--- src/rtl/fighter_ctrl.sv ---
// Per-player action controller: buttons plus hit/health status in,
// registered one-hot action code and request/feedback strobes out.
module fighter_ctrl #(
   parameter int JUMP_CYCLES     = 50_000_000,
   parameter int PUNCH_CYCLES    = 12_500_000,
   parameter int COOLDOWN_CYCLES = 25_000_000,
   parameter int HITSTUN_CYCLES  = 20_000_000,
   parameter int CNT_W           = 27,
   parameter bit START_DIR       = 1'b0
) (
   input  logic       clk,
   input  logic       reset,
   input  logic       left_btn,
   input  logic       right_btn,
   input  logic       down_btn,
   input  logic       shield_btn,
   input  logic       up_btn,
   input  logic       attack_btn,
   input  logic       hit,
   input  logic [7:0] health,
   input  logic [7:0] shield,
   output logic [8:0] action,
   output logic       attack_request,
   output logic       jump_request,
   output logic       descending,
   output logic       blocked
);

   typedef enum logic [7:0] {
      WALKING   = 8'h01,
      CROUCHING = 8'h02,
      SHIELDING = 8'h04,
      JUMPING   = 8'h08,
      PUNCHING  = 8'h10,
      STANDING  = 8'h20,
      HITSTUN   = 8'h40,
      KO        = 8'h80
   } state_t;

   localparam logic [CNT_W-1:0] JUMP_LD  = CNT_W'(JUMP_CYCLES - 1);
   localparam logic [CNT_W-1:0] PUNCH_LD = CNT_W'(PUNCH_CYCLES - 1);
   localparam logic [CNT_W-1:0] CD_LD    = CNT_W'(COOLDOWN_CYCLES - 1);
   localparam logic [CNT_W-1:0] HIT_LD   = CNT_W'(HITSTUN_CYCLES - 1);
   localparam logic [CNT_W-1:0] HALF     = CNT_W'(JUMP_CYCLES / 2);

   state_t           state;
   logic             facing;
   logic [CNT_W-1:0] state_cnt;
   logic [CNT_W-1:0] cooldown;
   logic             up_prev;
   logic             atk_prev;
   logic             atk_buf;
   logic             up_edge;
   logic             atk_edge;
   logic             cd_zero;

   assign up_edge  = up_btn & ~up_prev;
   assign atk_edge = attack_btn & ~atk_prev;
   assign cd_zero  = (cooldown == '0);
   assign action   = {facing, state};

   always_ff @(posedge clk or negedge reset) begin
      if (!reset) begin
         state          <= STANDING;
         facing         <= START_DIR;
         state_cnt      <= '0;
         cooldown       <= '0;
         up_prev        <= 1'b1;
         atk_prev       <= 1'b1;
         atk_buf        <= 1'b0;
         attack_request <= 1'b0;
         jump_request   <= 1'b0;
         descending     <= 1'b0;
         blocked        <= 1'b0;
      end else begin
         up_prev        <= up_btn;
         atk_prev       <= attack_btn;
         attack_request <= 1'b0;
         jump_request   <= 1'b0;
         descending     <= 1'b0;
         blocked        <= 1'b0;
         if (!cd_zero) cooldown <= cooldown - 1'b1;
         unique case (state)
            STANDING, WALKING, CROUCHING, SHIELDING: begin
               if (right_btn) facing <= 1'b0;
               else if (left_btn) facing <= 1'b1;
               if (health == 8'd0) begin
                  state <= KO;
               end else if (hit && state == SHIELDING) begin
                  blocked <= 1'b1;
               end else if (hit) begin
                  state     <= HITSTUN;
                  state_cnt <= HIT_LD;
               end else if (up_edge) begin
                  // a simultaneous attack edge is dropped, not buffered
                  state        <= JUMPING;
                  state_cnt    <= JUMP_LD;
                  jump_request <= 1'b1;
                  atk_buf      <= 1'b0;
               end else if (atk_edge && cd_zero) begin
                  state          <= PUNCHING;
                  state_cnt      <= PUNCH_LD;
                  cooldown       <= CD_LD;
                  attack_request <= 1'b1;
               end else if (shield_btn && shield != 8'd0) begin
                  state <= SHIELDING;
               end else if (down_btn) begin
                  state <= CROUCHING;
               end else if (left_btn || right_btn) begin
                  state <= WALKING;
               end else begin
                  state <= STANDING;
               end
            end
            JUMPING, PUNCHING, HITSTUN: begin
               if (health == 8'd0) begin
                  state <= KO;
               end else if (hit) begin
                  state     <= HITSTUN;
                  state_cnt <= HIT_LD;
                  atk_buf   <= 1'b0;
               end else if (state_cnt != '0) begin
                  state_cnt <= state_cnt - 1'b1;
                  if (state == JUMPING) begin
                     descending <= (state_cnt - 1'b1) < HALF;
                     if (atk_edge) atk_buf <= 1'b1;
                  end
               end else if (state == JUMPING && atk_buf && cd_zero) begin
                  state          <= PUNCHING;
                  state_cnt      <= PUNCH_LD;
                  cooldown       <= CD_LD;
                  attack_request <= 1'b1;
                  atk_buf        <= 1'b0;
               end else begin
                  state   <= STANDING;
                  atk_buf <= 1'b0;
               end
            end
            KO: begin
            end
            default: state <= STANDING;
         endcase
      end
   end

endmodule

--- config.mk ---
export PLATFORM = sky130hd
export DESIGN_NAME = fighter_ctrl
export DESIGN_NICKNAME = d
export VERILOG_FILES = /design/src/rtl/fighter_ctrl.sv
export SDC_FILE = /design/constraint.sdc
export NUM_CORES = 1
export LEC_CHECK = 0
export CORE_MARGIN = 2
export CORE_UTILIZATION = 60
export CTS_BUF_LIST = sky130_fd_sc_hd__clkbuf_4 sky130_fd_sc_hd__clkbuf_8
export CTS_CLUSTER_SIZE = 14
export DETAILED_ROUTE_END_ITERATION = 12
export PLACE_DENSITY = 0.81
export SLEW_MARGIN = 20
export SYNTH_ARGS = -nofsm -noshare
export SYNTH_HDL_FRONTEND = slang
export SYNTH_SLANG_ARGS = --single-unit
--- constraint.sdc ---
create_clock -name clk -period 2.8 [get_ports clk]
set_input_delay 0.42 -clock clk [delete_from_list [all_inputs] [get_ports clk]]
set_output_delay 0.42 -clock clk [all_outputs]
set_load 0.01 [all_outputs]
Word level (Yosys, flattened, before mapping)
Index checks and enable logic that the tools add are counted.
Widths: inputs -> output; s select.
{"block": "totals", "output_inout_bits": 13, "ff_bits": 70, "input_bits": 25, "word_cells": 125}
{"block": "classes", "addsub": 2, "bitwise": 5, "mux": 69, "eq_ne": 19, "n_lt_le_gt_ge": 1, "reduce_logical": 18}
{"op": "$mux 27", "n": 19}
{"op": "$pmux 27 s2", "n": 2}
{"op": "$sub 27x1->27 const B", "n": 2}
{"op": "$mux 8", "n": 5}
{"op": "$mux 6", "n": 6}
{"op": "$mux 1", "n": 33}
{"op": "$logic_not 27->1", "n": 1}
{"op": "$lt 27x25->1 const B", "n": 1}
{"op": "$reduce_bool 27->1", "n": 1}
{"op": "$pmux 8 s3", "n": 1}
{"op": "$ne 4x4->1 const B", "n": 5}
{"op": "$ne 2x2->1 const B", "n": 5}
{"op": "$eq 8x1->1 const B", "n": 1}
{"op": "$eq 8x2->1 const B", "n": 1}
{"op": "$eq 8x3->1 const B", "n": 1}
{"op": "$eq 8x4->1 const B", "n": 1}
{"op": "$eq 8x5->1 const B", "n": 1}
{"op": "$eq 8x6->1 const B", "n": 1}
{"op": "$eq 8x7->1 const B", "n": 1}
{"op": "$eq 8x8->1 const B", "n": 1}
{"op": "$logic_not 8->1", "n": 1}
{"op": "$reduce_and 8->1", "n": 1}
{"op": "$reduce_bool 8->1", "n": 1}
{"op": "$mux 7", "n": 1}
{"op": "other kinds (12)", "n": 21}

Longest topological paths before layout
Gate-level depths: netlist of the first run.
{"block": "logic_depth", "depth_word": 10, "depth_mapped": 11, "depth_no_buf": 9}

Worst setup path after synthesis of the first run
No wires, ideal clock.
{"block": "synth_path", "kind": "reg2reg", "from": "reg state_cnt[4]", "to": "reg state_cnt[5]", "arrival_ps": 2330, "path_slack_ps": 349, "n_path_buf": 2, "t_required_ps": 2679, "setup_ps": 121, "path_stages_with_launch": 9, "synth_period_minus_slack_ps": 2451, "cell_sequence": "dfrtp_1 -> nor4_4 -> nand4_1 -> or3_1 -> or3_1 -> and3_1 -> buf_6 -> buf_6 -> a22o_1"}
{"block": "synth_between", "elab_chain_cells": 5, "elab_cells_between_ends": 8, "classes_between": "add/sub: 1; eq/ne: 1; mux: 4; reduce/logical: 2"}
{"element": "start: declaration", "line_no": "48", "text": "logic [CNT_W-1:0] state_cnt;"}
{"element": "start signal: assignment", "line_no": "123", "text": "state_cnt <= state_cnt - 1'b1;"}
{"element": "$sub 27x1->27 or $reduce_bool 27->1 (tied branches)", "line_no": "123, 122"}
{"element": "$mux 27", "line_no": "122", "text": "end else if (state_cnt != '0) begin"}
{"element": "$mux 27", "line_no": "118", "text": "end else if (hit) begin"}
{"element": "$mux 27", "line_no": "116", "text": "if (health == 8'd0) begin"}
{"element": "$pmux 27 s2", "line_no": "83", "text": "unique case (state)"}
Several ways; a longest one is shown, not always the timed one. The select of a mux whose other input is x is not followed.
A chain may end at the register's enable or synchronous reset.

Worst setup path after layout of the first run
{"block": "layout_path", "from": "reg state_cnt[7]", "to": "reg descending"}
{"block": "layout_between", "elab_chain_cells": 7, "elab_cells_between_ends": 8, "classes_between": "add/sub: 1; order compare: 1; mux: 5; reduce/logical: 1"}
{"element": "$sub 27x1->27", "line_no": "125", "text": "descending <= (state_cnt - 1'b1) < HALF;"}
{"element": "$lt 27x25->1", "line_no": "125"}
{"element": "$mux 1", "line_no": "124", "text": "if (state == JUMPING) begin"}
{"element": "$mux 1 (*)", "line_no": "122"}
{"element": "$mux 1 (*)", "line_no": "118"}
{"element": "$mux 1 (*)", "line_no": "116"}
{"element": "$mux 1 (*)", "line_no": "83"}
{"element": "end signal: assignment", "line_no": "125"}
{"element": "end: declaration", "line_no": "25", "text": "output logic descending,"}
Every way passes the cells marked *; elsewhere a longest branch is shown, timed or not.

==> impl_metrics.toml, run 1 <==
[timing]
setup_viol = 0
period_minus_slack_ns = 2.67
slew_violations = 0
relSlewSlack_pct = 41.0
grt_setup_unrepaired = "yes"
final.period_utilization_pct = 95.5
fin_worst_skew_ns = 0.00975
worstMarginPinSlew_ns = 0.885
hold_viol_final = 0
fmax_mhz = 374

[clocking]
clk_pin_slew_ns = 0.08
cts_buffer_depth = 2
cts_setup_buffers = 0
cts_inserted_buffers = 9
cts.sinks = 70
htree_levels = 3
cts-root-buf = "clkbuf_8"
cts_tree = "yes"
clk_latency_ns = 0.36

[pwr]
power_mw = 4.11
vdd_drop_max_mv = 0.658
p_leak_nw = 1.91
p_per_area_nw_per_um2 = 844

[place]
gp_congestion = 0.947
post_dp_cell_area_sq_um = 4650
dp.cells = 582
port_buffers = 37
place_hpwl_um = 7230

[cells_and_area]
drive_gt1_share_pct = 11.8
layout_commonest_cell = "dfrtp_1"
fillers = 489
final_design_area_no_fill_sq_um = 4860
fin_cells = 598
multiInputGateArea_sq_um = 2180
fin_nets = 541
layout_common_cells = "67 x dfrtp_1, 47 x nand2_1, 38 x nor2_1"
diodes = 0
layout.area.seq_sq_um = 1760
fin_util_pct = 72.8
syn_to_final_growth_pct = 19.3

[detailed_routing]
vias_per_cell = 6.46
drt-initial-drc-count = 372
drc = 0
antenna_left = 0
vias = 3862
wl_per_cell_um = 16.9
wirelength_um = 10100
first_pass_iters = 6

[global_route]
grt_pass1_vias = 3723
antenna_found_initial = 0
grt_max_degree = 71
grt_usage_pct = 29.0
grt_pass1_wl_um = 17100
grt_remaining_overflow = 0

[worst_setup_path]
crit_type = "flop to flop"
critPathLaunch = "state_cnt[7]$_DFFE_PN0P_"
cp-end-kind = "flop"
reg2reg_from = "state_cnt[7]$_DFFE_PN0P_"
r2r_slack_ns = 0.13
crit_path_max_incr_delay_ns = 0.55
cp_max_fo = 6
rr_worst_depth = 7
r2r_end = "descending$_DFF_PN0_"
endpoint = "descending$_DFF_PN0_"
crit_chain = "nor4_4 > nand2_1 > or4_1 > nor3_1 > a31oi_1 > o21a_1 > o41a_1"
startpoint_type = "flop"
required_ns = 3.03
cp_top_family = "simple AND/OR/NAND/NOR gates"
worstPathArrival_ns = 2.91
critPathBufInv = 0
crit_cells = 7
cpMaxStageDelayCell = "or4_1"

[yosys]
synthFlopType = "dfrtp_1"
synth-seq-cells = 70
syn_avg_cell_area_sq_um = 8.96
async_flop_share_pct = 100
seq_area_frac_synth_pct = 43.1
synth.distinct_cells = 67
synth_area_sq_um = 4080
synthesis.nets = 483
synth_edf_count = 0
syn_inst = 455
yosysWarnings = 0

[status]
status = "completed"

[run]
max_cap_viol_count = 0

[floorplanning]
rows = 30
fp.dieH_um = 86.4
core_sq_um = 6680
ios = 38
die_area_sq_um = 7470
die_x_um = 86.4
start_util_pct = 61.0

[min_path]
hold_path.class = "primary input to asynchronous set/reset pin"
[final cells by class]
cell class	instances	area share [%]
inverters	17	1.31
repair buffers	61	11.5
clock buffers	10	2.83
well taps	80	2.06
multi-input cells	354	44.8
clock inverters	6	1.41
flip-flops and latches	70	36.1
[routing by layer]
layer  global-route usage (%)  vias to the layer above  wire length (um)
met1                     40.5                     1821              4220
li1                         -                     1798                 -
met5                        0                        -                 0
met2                     44.5                      212              4780
met4                     11.9                        0               231
met3                     5.81                       31               877
[state kept, by name (all words and copies together) (netlist names)]
| name | cells |
|---|---|
| atk_buf | 1 |
| atk_prev | 1 |
| attack_request | 1 |
| blocked | 1 |
| cooldown | 27 |
| descending | 1 |
| facing | 1 |
| jump_request | 1 |
| state | 8 |
| state_cnt | 27 |
| up_prev | 1 |
[cell usage after synthesis (4+ instances only)]
cell type / n / area, sq um
dfrtp_1: 67 / 1680
nand2_1: 47 / 176
nor2_1: 39 / 146
a21oi_1: 32 / 160
nor3_1: 25 / 125
nand3_1: 22 / 110
o21ai_0: 17 / 85.1
inv_1: 16 / 60.1
nor4_1: 16 / 100
a31oi_1: 15 / 93.8
xnor2_1: 15 / 131
xor2_1: 11 / 96.3
o21ai_1: 9 / 45.0
or3_1: 9 / 56.3
clkbuf_1: 6 / 22.5
and3_1: 5 / 31.3
nand2b_1: 5 / 31.3
or4_1: 5 / 37.5
and2_1: 4 / 25.0
buf_2: 4 / 20.0
nand4_1: 4 / 25.0
nor3b_1: 4 / 30.0
nor4_4: 4 / 85.1
[report_power, final]
part	switching (mW)	internal, mW
clock network	0.405	0.440
logic	1.00	0.754
registers	0.275	1.23
total	1.68	2.42
[how the worst min path moves through the flow]
| stage | start | end | slack [ns] | depth (start not counted) |
|---|---|---|---|---|
| after floorplan | reset | atk_buf$_DFFE_PN0P_ | 0.12 | 0 |
| after global placement | cooldown[15]$_DFF_PN0_ | cooldown[15]$_DFF_PN0_ | 0.48 | 1 |
| after detailed placement | cooldown[15]$_DFF_PN0_ | cooldown[15]$_DFF_PN0_ | 0.48 | 1 |
| after CTS | reset | cooldown[5]$_DFF_PN0_ | 0.28 | 2 |
| after global routing | reset | cooldown[0]$_DFF_PN0_ | 0.35 | 2 |
| final | reset | cooldown[5]$_DFF_PN0_ | 0.25 | 2 |
[through the flow]
stage	setup TNS (ns)	worst slack [ns]	hold WS, ns
3_5_place_dp	0	0.164	0.482
4_1_cts	0	0.158	0.282
6_report	0	0.127	0.251
2_1_floorplan	0	0.349	0.124
5_1_grt	-0.00747	-0.00747	0.347
3_3_place_gp	0	0.274	0.477
[timing repair]
action                     4_1_cts  5_1_grt
hold buffers                     0        0
setup endpoints to repair        0        5
resized for setup                0        2
[cells by family after synthesis]
| family | synth area share (%) |
|---|---|
| compound gates | 17.9 |
| xor+xnor | 5.59 |
| fa+ha+maj | 0.921 |
| buf+inv | 3.62 |
| flops | 43.1 |
| mux | 0.798 |
| simple gates | 28.1 |
(Power assumes the default switching activity.)
==> run 2, diff against run 1 <==
Clock period 2.8 ns to 2.5 ns, I/O delays scaled along.
==> run 2 against run 1 <==
  * Via count grew 3.6%
  * Cell count grew 6.5%
  * Clock power grew 4.1%
  * Combinational power grew 32%
  * Count of clock-buffer cells in the layout is the same
  * Critical path depth grew 1
  * Clock skew grew 0.0029 ns
  * Die area is the same
  * Non-clock buffer count grew 38
  * Setup slack lost 0.037 ns
  * First-iteration DRC count shrank 16%
==> impl_metrics.toml, run 2 (same netlist as run 1, synthesis figures left out) <==
[status]
status = "completed"

[cells_and_area]
drive_gt1_share_pct = 21.9
syn_to_final_growth_pct = 29.7
final_design_area_no_fill_sq_um = 5290
reg_top3 = "cooldown: 27 flops, state_cnt: 27 flops, state: 8 flops"
fin_nets = 580
layout_common_cells = "64 x dfrtp_1, 59 x buf_4, 46 x nand2_1"
layout_commonest_cell = "dfrtp_1"
fillers = 434
fin_cells = 637
diodes = 0

[worst_setup_path]
cp_max_fo = 3
worstPathArrival_ns = 2.64
startpoint_type = "flop"
crit_path_max_incr_delay_ns = 0.45
crit_chain = "nor4_4 > buf_4 > nand2_1 > or4_1 > nor3_2 > a31oi_1 > o21a_1 > o41a_1"
cpMaxStageDelayCell = "or4_1"
rr_worst_depth = 8
cp-end-kind = "flop"
r2r_slack_ns = 0.09
required_ns = 2.73
crit_type = "flop to flop"

[floorplanning]
core_sq_um = 6680
start_util_pct = 61.0
fp.dieH_um = 86.4
ios = 38
die_area_sq_um = 7470
die_x_um = 86.4
rows = 30

[detailed_routing]
vias = 4002
antenna_left = 0
wirelength_um = 11200
first_pass_iters = 5
drc = 0
drt-initial-drc-count = 314
vias_per_cell = 6.28
wl_per_cell_um = 17.6

[global_route]
grt_pass1_wl_um = 18100
grt_usage_pct = 30.3
grt_pass1_vias = 3823
grt_remaining_overflow = 0
grt_max_degree = 45
antenna_found_initial = 0

[place]
gp_congestion = 0.946
place_hpwl_um = 7710
post_dp_cell_area_sq_um = 4920
port_buffers = 37
dp.cells = 615

[min_path]
hold_path.class = "primary input to asynchronous set/reset pin"

[timing]
grt_setup_unrepaired = "yes"
period_minus_slack_ns = 2.41
setup_viol = 0
relSlewSlack_pct = 61.2
worstMarginPinSlew_ns = 0.582
setup_tns_ns = 0
final.period_utilization_pct = 96.4
fmax_mhz = 415
fin_worst_skew_ns = 0.0126
hold_viol_final = 0
slew_violations = 0
holdWs_ns = 0.0110

[pwr]
p_per_area_nw_per_um2 = 921
vdd_drop_max_mv = 0.537
p_comb_share_pct = 47.7
p_leak_nw = 2.12
power_mw = 4.87
p_int_mw = 2.82
seq_power_share_pct = 34.2
switching_power_mw = 2.05
pwr-share-clk_pct = 18.1
swShare_pct = 42.1

[clocking]
clk_latency_ns = 0.35
htree_levels = 3
cts_tree = "yes"
clk_pin_slew_ns = 0.09
cts-root-buf = "clkbuf_8"
cts_inserted_buffers = 9
cts_buffer_depth = 2
cts.sinks = 70

[run]
max_cap_viol_count = 0
==> run 2: worst max-delay path: cells and delay by family (launching register included) <==
family | cells | cell delay (ns)
simple gates | 4 | 0.97
compound gates | 3 | 0.72
buf+inv | 1 | 0.16
flops | 1 | 0.44
==> run 2: final timing paths <==
kind                                          start                       end
max in group asynchronous                     reset  state_cnt[6]$_DFFE_PN0P_
setup / recovery           state_cnt[7]$_DFFE_PN0P_      descending$_DFF_PN0_
setup reg to reg           state_cnt[7]$_DFFE_PN0P_      descending$_DFF_PN0_
hold / removal                                reset     cooldown[7]$_DFF_PN0_
min in group clk                         attack_btn        atk_prev$_DFF_PN1_
hold reg to reg              cooldown[23]$_DFF_PN0_    cooldown[23]$_DFF_PN0_
==> run 2: per-stage QoR <==
step	setup slack, ns	util, %
after floorplan	0.0485	-
after CTS	0.0160	76.6
after global placement	0.0327	73.7
final	0.0899	79.1
after detailed placement	-0.0164	73.7
after global routing	-0.0320	79.1
==> run 2: metal layers <==
metal | up-vias | GRT usage [%] | part of all wire (%)
met5 | - | 0 | 0
met4 | 0 | 9.23 | 1.8
met3 | 24 | 3.90 | 6.2
met1 | 1940 | 42.1 | 44
li1 | 1872 | - | -
met2 | 166 | 49.9 | 48
==> run 2: final cells by class <==
| type | count | area, sq um | area share (%) |
|---|---|---|---|
| inverter | 17 | 63.8 | 1.21 |
| sequential | 70 | 1760 | 33.3 |
| multi-input combinational | 355 | 2320 | 43.9 |
| timing repair buffer | 99 | 853 | 16.1 |
| clock buffer | 10 | 138 | 2.60 |
| clock inverter | 6 | 50.0 | 0.947 |
| tap | 80 | 100 | 1.89 |
==> run 2: power by group through the flow <==
stage	Sequential [mW]	Combinational (mW)	Clock (mW)
floorplan	1.64	1.36	0
global placement	1.63	2.14	0
detailed placement	1.64	2.19	0
CTS	1.62	2.20	0.889
global route	1.70	2.51	0.943
finish	1.66	2.32	0.880
==> run 2: repair_timing <==
item / in CTS / in global routing
cloned: 0 / 2
buffers inserted: 0 / 5
setup endpoints to repair: 1 / 27
pin swaps: 0 / 8
hold buffers: 0 / 0
resized for setup: 1 / 31
==> run 3, diff against run 2 <==
Settings changed: CAP_MARGIN from default to 0.
==> results of run 3 <==
The final DEF is identical to that of run 2; final timing and power are the same.
